[src/rtl/sample_collector_pkg.sv]
// Shared types and constants for the sample_collector block and its PWM generator.
package sample_collector_pkg;

  typedef enum logic [1:0] {
    IDLE = 2'd0,
    WAIT = 2'd1,
    MIX  = 2'd2
  } collector_state_t;

  localparam int SAMPLE_W = 8;
  localparam logic [7:0] PWM_MAX = 8'd254;

endpackage

[src/rtl/sample_collector_pwm_gen.sv]
// 255-state PWM generator; duty is only taken at the 254->0 wrap so a period is never split.
module pwm_gen
  import sample_collector_pkg::*;
(
  input  logic       clk,
  input  logic       rst,
  input  logic [7:0] duty,
  output logic       pwm_out
);

  logic [7:0] pwm_cnt;
  logic [7:0] duty_q;

  always_ff @(posedge clk) begin
    if (rst) begin
      pwm_cnt <= 8'd0;
      duty_q  <= 8'd0;
      pwm_out <= 1'b0;
    end else begin
      if (pwm_cnt == PWM_MAX) begin
        pwm_cnt <= 8'd0;
        duty_q  <= duty;
      end else begin
        pwm_cnt <= pwm_cnt + 8'd1;
      end
      // With 255 counter states, duty 255 keeps the compare true on every state.
      pwm_out <= (pwm_cnt < duty_q);
    end
  end

endmodule

[src/rtl/sample_collector.sv]
// Voice sample initiator: frame strobe, per-voice sample collection, averaging mix and audio out.
// Define SAMPLE_COLLECTOR_PWM_EN to build the PWM output; otherwise pwm_out is tied low.
module sample_collector
  import sample_collector_pkg::*;
#(
  parameter int NUM_VOICES    = 4,
  parameter int SAMPLE_PERIOD = 1000,
  parameter int TIMEOUT       = 64
) (
  input  logic                           clk,
  input  logic                           rst,
  input  logic                           en,
  input  logic [NUM_VOICES-1:0]          voice_done,
  input  logic [SAMPLE_W*NUM_VOICES-1:0] voice_sample,
  output logic                           sample_now,
  output logic [7:0]                     mix_out,
  output logic                           mix_valid,
  output logic                           timeout_err,
  output logic                           pwm_out
);

  localparam int LG    = $clog2(NUM_VOICES);
  localparam int SUM_W = SAMPLE_W + LG;
  localparam int CW    = $clog2(SAMPLE_PERIOD);
  localparam int TW    = $clog2(TIMEOUT + 1);

  collector_state_t      state, state_nxt;
  logic [CW-1:0]         frame_cnt, frame_nxt;
  logic [TW-1:0]         tcnt;
  logic [NUM_VOICES-1:0] got, got_nxt;
  logic                  all_got, timed_out;
  logic [SAMPLE_W-1:0]   slot [NUM_VOICES];
  logic [SUM_W-1:0]      sum;

  always_comb begin
    frame_nxt = '0;
    if (en) frame_nxt = (frame_cnt == CW'(SAMPLE_PERIOD - 1)) ? '0 : frame_cnt + CW'(1);
    got_nxt   = got | voice_done;
    all_got   = &got_nxt;
    // tcnt is the pre-increment value, so this fires on the WAIT cycle that brings it to TIMEOUT-1.
    timed_out = (tcnt == TW'(TIMEOUT - 2));
    state_nxt = state;
    case (state)
      IDLE:    if (sample_now && en) state_nxt = WAIT;
      WAIT:    if (!en) state_nxt = IDLE;
               else if (all_got || timed_out) state_nxt = MIX;
      MIX:     state_nxt = IDLE;
      default: state_nxt = IDLE;
    endcase
    sum = '0;
    for (int i = 0; i < NUM_VOICES; i++) sum = sum + SUM_W'(slot[i]);
  end

  always_ff @(posedge clk) begin
    if (rst) begin
      state       <= IDLE;
      frame_cnt   <= '0;
      tcnt        <= '0;
      got         <= '0;
      sample_now  <= 1'b0;
      mix_out     <= 8'h00;
      mix_valid   <= 1'b0;
      timeout_err <= 1'b0;
      for (int i = 0; i < NUM_VOICES; i++) slot[i] <= '0;
    end else begin
      state      <= state_nxt;
      frame_cnt  <= frame_nxt;
      // Strobe is registered one cycle ahead; a busy FSM at the frame boundary drops the frame.
      sample_now <= en && (frame_nxt == CW'(SAMPLE_PERIOD - 1)) && (state_nxt == IDLE);
      mix_valid  <= 1'b0;
      case (state)
        IDLE: begin
          if (state_nxt == WAIT) begin
            got  <= '0;
            tcnt <= '0;
          end
        end
        WAIT: begin
          got  <= got_nxt;
          tcnt <= tcnt + TW'(1);
          for (int i = 0; i < NUM_VOICES; i++)
            if (voice_done[i]) slot[i] <= voice_sample[SAMPLE_W*i +: SAMPLE_W];
          if (state_nxt == MIX) timeout_err <= !all_got;
        end
        MIX: begin
          if (en) begin
            mix_out   <= 8'(sum >> LG);
            mix_valid <= 1'b1;
          end
        end
        default: ;
      endcase
    end
  end

`ifdef SAMPLE_COLLECTOR_PWM_EN
  pwm_gen u_pwm_gen (
    .clk     (clk),
    .rst     (rst),
    .duty    (mix_out),
    .pwm_out (pwm_out)
  );
`else
  assign pwm_out = 1'b0;
`endif

endmodule

[config.mk]
export PLATFORM = sky130hd
export DESIGN_NAME = sample_collector
export DESIGN_NICKNAME = d
export VERILOG_FILES = /design/src/rtl/sample_collector_pkg.sv /design/src/rtl/sample_collector_pwm_gen.sv /design/src/rtl/sample_collector.sv
export SDC_FILE = /design/constraint.sdc
export NUM_CORES = 1
export LEC_CHECK = 0
export CORE_ASPECT_RATIO = 1.4
export CORE_MARGIN = 3
export CORE_UTILIZATION = 45
export DETAILED_ROUTE_END_ITERATION = 10
export PLACE_DENSITY = 0.68
export SYNTH_ARGS = -nofsm -noshare
export SYNTH_HDL_FRONTEND = slang
export SYNTH_HIERARCHICAL = 1
export SYNTH_SLANG_ARGS = --single-unit
[constraint.sdc]
create_clock -name clk -period 7.55 [get_ports clk]
set_input_delay 1.1325 -clock clk [delete_from_list [all_inputs] [get_ports clk]]
set_output_delay 1.1325 -clock clk [all_outputs]
set_load 0.01 [all_outputs]
==> flow_metrics.py <==
metrics = {
    "setup_path": {
        "crit_path_end_kind": "register",
        "cp.required_ns": 7.79,
        "path_cells": "inv_1 -> fa_1 -> inv_1 -> fa_1 -> nand2_1 -> nor2_1 -> fa_1 -> a211oi_1 -> o21a_1 -> or3b_1 -> a221oi_1",
        "critPathTopFamily": "adder cells",
        "critPathKind": "reg2reg",
        "timing.critical_path.slowest_stage_cell": "fa_1",
        "critical_path.startpoint": "slot[3][1]",
        "reg2reg_from": "slot[3][1]",
        "timing.critical_path.from_type": "register",
        "cp_slowest_stage_delay_ns": 0.54,
        "cp_common_cell": "fa_1",
        "regToRegSetupSlack_ns": 4.56,
        "timing.critical_path.buf_inv": 2,
        "worst-path-max-fanout": 3,
        "worst-endpoint-arrival_ns": 3.23,
    },
    "timing": {
        "final_min_period_over_clock_period_pct": 39.64,
        "number_of_endpoints_with_negative_hold_slack_in_the_final_report": 0,
        "timing.final.max_slew_violations": 0,
        "rsz0062_at_grt": "false",
        "timing_worst_slew_pin_value_ns": 0.8559,
        "max_slew_margin_pct": 42.82,
        "period_minus_slack_ns": 2.993,
        "postLayoutSetupSlackWorst_ns": 4.557,
        "final_worst_clock_skew_ns": 0.005657,
        "finalSetupTns_ns": 0,
        "timing.fmax_mhz": 334.1,
        "setup_viol": 0,
    },
    "detailed_routing": {
        "route.detailed.wl_per_inst_um": 14.55,
        "via_count": 2626,
        "vias_per_cell": 5.284,
        "drt_pre_antenna_iters": 4,
        "dr.first_iter.drc_count": 57,
        "drt-total-wl_um": 7229,
        "drtAntennaViolNets": 0,
        "residual_drc_count": 0,
    },
    "yosys": {
        "synth-edff-count": 32,
        "synthesis.area_per_instance_um2": 9.899,
        "synth_simple_gate_area_share_pct": 21.94,
        "synth_xor_area_share_pct": 2.262,
        "synth_top_family_by_area": "simple AND/OR/NAND/NOR gates",
        "async_flop_share_pct": 0,
        "synth_top_area_share_pct": 27.58,
        "synth.yosys.warnings": 6,
        "ys_ff_latch": 66,
        "yosys.cell_types.count": 51,
        "netlist.top_cell.by_area": "edfxtp_1",
        "synth_adder_area_share_pct": 12.78,
        "synthesis.instances": 352,
        "ys_dominant_reg_cell": "dfxtp_1",
        "synth-compound-area-share_pct": 7.684,
        "mappedNetlistArea_mm2": 0.003485,
        "yosys-top-cells-area": "edfxtp_1 28%, dfxtp_1 20%, fa_1 9.2%",
        "synth_mux_area_share_pct": 0.9336,
        "synth.net_count": 417,
        "synth_seq_area_share_pct": 47.11,
    },
    "final_layout": {
        "flow.area_growth_from_synthesis_pct": 21.58,
        "final_layout_size_suffix_gt1_share_pct": 3.750,
        "layout_common_cells": "49 x clkdlybuf4s50_1, 45 x inv_1, 34 x dfxtp_1, 32 x and3_1, 32 x edfxtp_1",
        "antenna_cells_inserted": 0,
        "n_fill_cell": 675,
        "nets": 460,
        "fin_cells": 497,
        "layout_commonest_cell": "clkdlybuf4s50_1",
    },
    "grt": {
        "groute.usage.overall_pct": 18.22,
        "grt.overflow.total": 0,
        "grt_antenna_before_repair": 0,
        "first_global_vias": 2629,
        "grt_start_max_net_pins": 33,
        "first_pass_grt_wire_length_um": 12100,
    },
    "placement": {
        "hpwlAfterDp_um": 5528,
        "dpl.cell_count": 481,
        "gpl.final_weighted_congestion": 0.8931,
        "io_buffer_count": 49,
        "post-place-ws_ns": 4.503,
    },
    "worst_hold_path": {
        "min-delay-start": "mix_out[0]",
        "timing.hold.worst.class": "reg2reg",
    },
    "clock_tree": {
        "post-cts-setup-buffer-count": 0,
        "holdBufCountCts": 0,
        "cts_inserted_buffers": 9,
        "clock-root-buffer": "clkbuf_8",
        "clk_transition_reported_paths_ns": 0.07,
        "number_of_sinks_driven_by_the_clock_tree": 66,
        "insertion_delay_ns": 0.34,
        "h-tree-depth": 3,
        "cts-root-to-sink-buffers": 2,
        "tritoncts_clock_tree": "yes",
        "cts_resized": 0,
    },
    "pwr": {
        "p_leak_uw": 0.001714,
        "report.power.total_uw": 789.4,
        "powerDensity_mw_per_mm2": 186.3,
        "peakVddDrop_mv": 0.1461,
    },
    "run_status": {
        "status": "completed",
    },
    "floorplan": {
        "fp.dieW_um": 80.37,
        "starting_density_of_the_core_pct": 46.75,
        "die_h_um": 110.1,
        "io_pins": 51,
        "floorplan.rows": 37,
        "fp.coreArea_mm2": 0.007453,
        "fp.dieArea_mm2": 0.008850,
    },
    "job": {
        "drv.max_cap_violation_count": 0,
    },
}
==> power by group <==
group          leakage (µW)  switching [µW]  internal (µW)  total [µW]
combinational       0.00101            52.8           44.5        97.3
clock             0.0000993             123            186         309
sequential         0.000604            2.71            381         383
total               0.00171             179            611         789
==> Yosys cell counts (5+ instances only) <==
library cell / n
ha_1: 10
inv_1: 45
dfxtp_1: 34
nor2_1: 26
nor3_1: 15
nand4_1: 6
a21oi_1: 11
edfxtp_1: 32
xor2_1: 5
nand3_1: 12
fa_1: 16
and3_1: 32
nand2_1: 23
clkbuf_1: 16
==> per-layer routing <==
| layer | up-vias | track usage [%] | wire (µm) |
|---|---|---|---|
| li1 | 1302 | - | - |
| met4 | 0 | 6.763 | 155 |
| met2 | 53 | 31.28 | 3797 |
| met1 | 1258 | 21.52 | 2949 |
| met3 | 13 | 5.285 | 328 |
| met5 | - | 0 | 0 |
==> registers in the layout, indices dropped and copies added, names as in the netlist, 2 cells and up <==
| signal | cells |
|---|---|
| state | 2 |
| frame_cnt | 10 |
| mix_out | 8 |
| tcnt | 7 |
| got | 4 |
| slot | 32 |
==> area by class of cell <==
cell class | count | area, µm² | area share (%)
well taps | 97 | 121.4 | 2.865
clock inverters | 3 | 63.81 | 1.506
inverters | 46 | 172.7 | 4.076
clock buffers | 13 | 138.9 | 3.278
flip-flops and latches | 66 | 1642 | 38.75
repair buffers | 51 | 505.5 | 11.93
multi-input cells | 221 | 1593 | 37.60
==> worst reg2reg max path, cell delays in order (launching register included) <==
cell,delay [ns]
edfxtp_1,0.32
inv_1,0.06
fa_1,0.54
inv_1,0.06
fa_1,0.52
nand2_1,0.07
nor2_1,0.12
fa_1,0.25
a211oi_1,0.11
o21a_1,0.22
or3b_1,0.39
a221oi_1,0.24
==> through the flow <==
step,area (µm²),utilization [%],hold WS [ns]
3_3_place_gp,4034,54.12,0.4560
3_5_place_dp,4034,54.12,0.4482
2_1_floorplan,3485,-,0.4527
4_1_cts,4237,56.84,0.4572
6_report,4237,56.84,0.4562
5_1_grt,4237,56.84,0.4839
==> kinds of logic after synthesis <==
kind of cell             after synthesis
AO/OA/AOI/OAI                         41
XOR/XNOR                               9
adder cells (fa/ha/maj)               26
buffers and inverters                 65
flip-flops                            66
multiplexers                           3
other                                  1
AND/OR/NAND/NOR                      141
==> worst paths after layout <==
| kind | endpoint | depth (start not counted) |
|---|---|---|
| hold reg to reg | mix_out[0] | 2 |
| setup / recovery | mix_out[7] | 11 |
| setup reg to reg | mix_out[7] | 11 |
| hold / removal | mix_out[0] | 2 |
(Power assumes the default switching activity.)
